[config.mk]
export PLATFORM = sky130hd
export DESIGN_NAME = mem_access_unit
export DESIGN_NICKNAME = d
export VERILOG_FILES = /design/src/rtl/mem_access_unit.sv
export SDC_FILE = /design/constraint.sdc
export NUM_CORES = 1
export LEC_CHECK = 0
export ABC_AREA = 0
export CAP_MARGIN = 20
export CORE_MARGIN = 2
export CORE_UTILIZATION = 39
export CTS_CLUSTER_DIAMETER = 80
export CTS_CLUSTER_SIZE = 16
export DETAILED_ROUTE_END_ITERATION = 12
export PLACE_DENSITY = 0.72
export SYNTH_ARGS = -nofsm -noshare
export SYNTH_HDL_FRONTEND = slang
export SYNTH_SLANG_ARGS = --single-unit
[constraint.sdc]
create_clock -name clk -period 1.75 [get_ports clk]
set_input_delay 0.175 -clock clk [delete_from_list [all_inputs] [get_ports clk]]
set_output_delay 0.175 -clock clk [all_outputs]
set_load 0.03 [all_outputs]
[src/rtl/mem_access_unit.sv]
// Memory-stage load/store unit: issues one req/ack transaction per aligned access,
// stalls the pipeline until completion, and returns size-extended load data.
module mem_access_unit #(
    parameter int unsigned DATA_WIDTH     = 32,
    parameter int unsigned TIMEOUT_CYCLES = 255
) (
    input  logic                  clk,
    input  logic                  rst,
    input  logic [DATA_WIDTH-1:0] ALUResultM,
    input  logic [DATA_WIDTH-1:0] WriteDataM,
    input  logic                  MemWriteM,
    input  logic [1:0]            ResultSrcM,
    input  logic [2:0]            sizeSrcM,
    output logic [DATA_WIDTH-1:0] ReadDataM,
    output logic                  StallM,
    output logic                  MisalignM,
    output logic                  BusErrM,
    output logic                  mem_req,
    output logic                  mem_we,
    output logic [DATA_WIDTH-1:0] mem_addr,
    output logic [DATA_WIDTH-1:0] mem_wdata,
    output logic [3:0]            mem_be,
    input  logic                  mem_ack,
    input  logic [DATA_WIDTH-1:0] mem_rdata
);

    localparam int unsigned DW = DATA_WIDTH;
    localparam int unsigned CW = 8;

    typedef enum logic [1:0] {IDLE, BUSY, DONE} state_t;

    state_t        state, state_n;
    logic [CW-1:0] cnt, cnt_n;
    logic          stall_c, latch_c, capture_c, timeout_c;

    logic [1:0]    req_size;
    logic          req_uns;
    logic [1:0]    req_off;

    logic          access, size_b, size_h, misal;
    logic [DW-1:0] st_wdata;
    logic [3:0]    st_be;
    logic [DW-1:0] lane, ld_data;

    // Access decode; a simultaneous load+store request behaves as a store.
    assign access = MemWriteM | (ResultSrcM == 2'b01);
    assign size_b = (sizeSrcM[1:0] == 2'b00);
    assign size_h = (sizeSrcM[1:0] == 2'b01);
    assign misal  = (size_h & ALUResultM[0]) |
                    (~size_b & ~size_h & (ALUResultM[1:0] != 2'b00));

    assign MisalignM = access & misal;
    assign StallM    = rst & stall_c;
    assign mem_req   = (state == BUSY);

    // Store lane replication and byte enables
    always_comb begin
        st_wdata = '0;
        st_be    = 4'b1111;
        if (MemWriteM) begin
            if (size_b) begin
                st_wdata = {4{WriteDataM[7:0]}};
                st_be    = 4'b0001 << ALUResultM[1:0];
            end else if (size_h) begin
                st_wdata = {2{WriteDataM[15:0]}};
                st_be    = 4'b0011 << {ALUResultM[1], 1'b0};
            end else begin
                st_wdata = WriteDataM;
            end
        end
    end

    // Load lane select and extension
    assign lane = mem_rdata >> {req_off, 3'b000};
    always_comb begin
        case (req_size)
            2'b00:   ld_data = {{24{~req_uns & lane[7]}}, lane[7:0]};
            2'b01:   ld_data = {{16{~req_uns & lane[15]}}, lane[15:0]};
            default: ld_data = lane;
        endcase
    end

    // Next-state and control
    always_comb begin
        state_n   = state;
        cnt_n     = cnt;
        stall_c   = 1'b0;
        latch_c   = 1'b0;
        capture_c = 1'b0;
        timeout_c = 1'b0;
        case (state)
            IDLE: begin
                if (access && !misal) begin
                    stall_c = 1'b1;
                    latch_c = 1'b1;
                    cnt_n   = '0;
                    state_n = BUSY;
                end
            end
            BUSY: begin
                stall_c = 1'b1;
                if (mem_ack) begin
                    capture_c = ~mem_we;
                    state_n   = DONE;
                end else if (cnt == CW'(TIMEOUT_CYCLES - 1)) begin
                    timeout_c = 1'b1;
                    state_n   = DONE;
                end else begin
                    cnt_n = cnt + CW'(1);
                end
            end
            DONE:    state_n = IDLE;
            default: state_n = IDLE;
        endcase
    end

    always_ff @(posedge clk or negedge rst) begin
        if (!rst) begin
            state     <= IDLE;
            cnt       <= '0;
            mem_we    <= 1'b0;
            mem_addr  <= '0;
            mem_wdata <= '0;
            mem_be    <= '0;
            req_size  <= '0;
            req_uns   <= 1'b0;
            req_off   <= '0;
            ReadDataM <= '0;
            BusErrM   <= 1'b0;
        end else begin
            state <= state_n;
            cnt   <= cnt_n;
            if (latch_c) begin
                mem_we    <= MemWriteM;
                mem_addr  <= {ALUResultM[DW-1:2], 2'b00};
                mem_wdata <= st_wdata;
                mem_be    <= st_be;
                req_size  <= sizeSrcM[1:0];
                req_uns   <= sizeSrcM[2];
                req_off   <= ALUResultM[1:0];
            end
            if (capture_c) ReadDataM <= ld_data;
            // A timed-out access returns zero and leaves a sticky error until reset.
            if (timeout_c) begin
                ReadDataM <= '0;
                BusErrM   <= 1'b1;
            end
        end
    end

endmodule
==> metrics.yaml <==
worst_setup_path:
  cp_cell_sequence: "clkdlybuf4s50_1"
  critPathArrivalTime_ps: 1560
  crit_fanout: 5
  start_kind: "register"
  rr_worst_depth: 5
  cp.required_ps: 1570
  slowest_stage: "clkdlybuf4s50_1"
  cp.buffers_inverters: 1
  cp_slowest_stage_delay_ps: 730
  worst-path-stages: 1
  cp-end-kind: "output pin"
  path_class: "register to output pin"
  critPathTopFamily: "buffers and inverters"
global_route:
  grt-ovfl-total: 0
  antenna_found_initial: 0
  grt_pass1_wl_mm: 26.13
  first_global_vias: 5134
  grt_max_degree: 116
  grtUsageTotal_pct: 20.71
clocking:
  cts.sinks: 115
  cts_buffer_depth: 2
  cts_tree: "yes"
  numCtsBuffers: 17
  clockRootBuffer: "clkbuf_16"
  cts.reportedPaths.clkPinSlew_ps: 50
  worstSkewPairLatency_ps: 410
  cts-htree-levels: 4
logic_synthesis:
  yosysSeqAreaShare_pct: 50.21
  syn_area_um2: 5732
  async_flop_share_pct: 100.0
  yosys-top-cells-area: "dfrtp_1 (50%), mux2i_1 (9.3%), mux2_2 (5.9%)"
  yosysWarningCount: 0
  synth-edff-count: 0
  syn_inst: 502
  ys_ff_latch: 115
  synth_ff_type: "dfrtp_1"
  avgSynthCellArea_um2: 11.42
  synth_top_area_share_pct: 50.21
  synth_cell_types: 54
  synth_area_leader_cell: "dfrtp_1"
worst_hold_path:
  holdPathStages: 3
  hp-class: "input pin to register"
layout:
  fin_util_pct: 61.63
  synthToLayoutAreaGrowth_pct: 55.10
  nets: 840
  antenna_cells: 0
  final_area_um2: 8890
  drive_gt1_share_pct: 16.62
timing:
  finClkSkew_ps: 5.811
  worstMarginPinSlew_ps: 606.6
  clock.fmax_ghz: 0.5780
  min_period_ps: 1730
  fin_crit_sh_pct: 98.86
  setup_slack_ps: 19.91
  setup_viol: 0
  hold_viol: 0
  slew_headroom_pct: 59.56
  drv_slew: 0
  whs_ps: 247.0
routing:
  vias: 4825
  drtAntennaViolNets: 0
  avgViaCountPerCell: 5.188
  first_iter_violations: 270
  wirelength_mm: 16.13
  wl_per_cell_um: 17.34
  drc: 0
  first_pass_iters: 5
placed_design:
  placed_cell_area_um2: 8215
  port_buffers: 207
  hpwl_mm: 11.55
  globalplace.congestion: 0.8554
  preCtsSetupSlack_ps: -377.8
power:
  max-vdd-ir-drop_v: 0.0009296
  power_w: 0.01397
  power.density_nw_per_um2: 1572
  leakage_nw: 3.875
die:
  fp.dieH_um: 125.2
  core_um2: 14420
  io_pins: 210
  num_rows: 44
  fp.dieW_um: 125.2
  dieArea_um2: 15680
  start_util_pct: 39.74
outcome:
  status: "complete, no violations"
flow_run:
  drv_cap: 0
-- cells by family after synthesis --
logic type	Yosys count	share of synthesized area [%]
compound gates	95	12.29
xor+xnor	1	0.1528
fa+ha+maj	2	0.4365
buf+inv	57	4.431
flops	115	50.21
mux	111	20.85
other cells	1	0.06543
simple gates	120	11.57
-- cell usage after synthesis, types with 2 or more instances --
| master | n |
|---|---|
| dfrtp_1 | 115 |
| mux2i_1 | 53 |
| nand2_1 | 52 |
| mux2_2 | 30 |
| mux2_1 | 27 |
| o21ai_0 | 22 |
| inv_1 | 21 |
| buf_2 | 17 |
| nor2b_1 | 17 |
| nor2_1 | 15 |
| a211o_1 | 14 |
| a21oi_1 | 14 |
| clkbuf_1 | 14 |
| nand3b_1 | 10 |
| a21boi_0 | 9 |
| a221o_1 | 9 |
| o2bb2ai_1 | 8 |
| a32o_1 | 7 |
| and2_1 | 3 |
| buf_4 | 3 |
| or2_2 | 3 |
| or3_1 | 3 |
| ha_1 | 2 |
| nand3_1 | 2 |
| nand4_1 | 2 |
| o31ai_1 | 2 |
-- worst reg2reg max path, delay by kind of cell, from the launching register on --
kind | cells | cell delay, ps
AOI/OAI and AO/OA | 2 | 270
buffers and inverters | 1 | 180
DFF | 1 | 450
and+or+nand+nor | 2 | 710
-- flip-flops by register name, indices dropped and copies added (netlist names) --
register	count
mem_be	4
req_uns	1
cnt	8
state	2
mem_addr	30
BusErrM	1
mem_wdata	32
req_size	2
ReadDataM	32
mem_we	1
req_off	2
-- final cells by class --
type                            instances  area, um2
Timing Repair Buffer                  247       2471
Sequential cell                       115       2878
Inverter                               21      78.83
Tap cell                              184      230.2
Multi-Input combinational cell        331       2639
Clock buffer                           19      432.9
Fill cell                            1161       5534
Clock inverter                         13      160.2
-- layer usage --
layer,vias up,wire length (um),track usage [%]
met4,0,223,6.471
met1,2373,6956,26.47
met5,-,0,0
met3,20,1311,7.617
met2,166,7638,32.93
li1,2266,-,-
-- placed cells by master, fill, tap and decap left out, types with 5 or more instances in the layout --
| cell type | instances |
|---|---|
| nand3b_1 | 10 |
| a21oi_1 | 12 |
| nand2_1 | 52 |
| clkinvlp_4 | 5 |
| o21ai_0 | 22 |
| o2bb2ai_1 | 8 |
| buf_12 | 6 |
| clkdlybuf4s50_1 | 202 |
| a21boi_0 | 9 |
| mux2_2 | 30 |
| mux2i_1 | 53 |
| nor2_1 | 13 |
| nor2b_1 | 16 |
| dfrtp_1 | 115 |
| a221o_1 | 9 |
| clkbuf_16 | 18 |
| a211o_1 | 14 |
| mux2_1 | 27 |
| a32o_1 | 7 |
| buf_4 | 33 |
| inv_1 | 21 |
-- through the flow --
step | setup TNS (ps) | instances
floorplan | 0 | 503
global placement | -20050 | 894
detailed placement | -22480 | 894
CTS | 0 | 927
global route | -10.90 | 930
finish | 0 | 930
-- where the power goes --
group          internal, W  leakage, nW  switching, W  total (W)
combinational      0.00292         2.16       0.00337    0.00629
sequential         0.00359         1.44      0.000602    0.00419
clock              0.00223        0.275       0.00125    0.00349
total              0.00875         3.88       0.00522     0.0140
-- timing repair --
action                                 4_1_cts  5_1_grt
hold buffers                                 1        0
endpoints found under the hold margin      115        0
setup endpoints to repair                    2       51
setup buffers                                0        2
pin swaps                                    0        4
gates resized for setup                      6        9
gates cloned                                 0        1
-- path summary, 6_finish.rpt --
kind                                                   to  slack [ps]                  from
worst max-delay path                               mem_we          20    mem_we$_DFFE_PN0P_
max in group asynchronous       mem_wdata[10]$_DFFE_PN0P_         850                   rst
worst max register to register         cnt[5]$_DFFE_PN0P_          60  state[1]$_DFFE_PN0P_
min in group asynchronous       mem_wdata[15]$_DFFE_PN0P_         460                   rst
worst min register to register        BusErrM$_DFFE_PN0P_         470   BusErrM$_DFFE_PN0P_
worst min-delay path               req_off[0]$_DFFE_PN0P_         250         ALUResultM[0]
No activity file was read; power rests on OpenSTA's default activity.
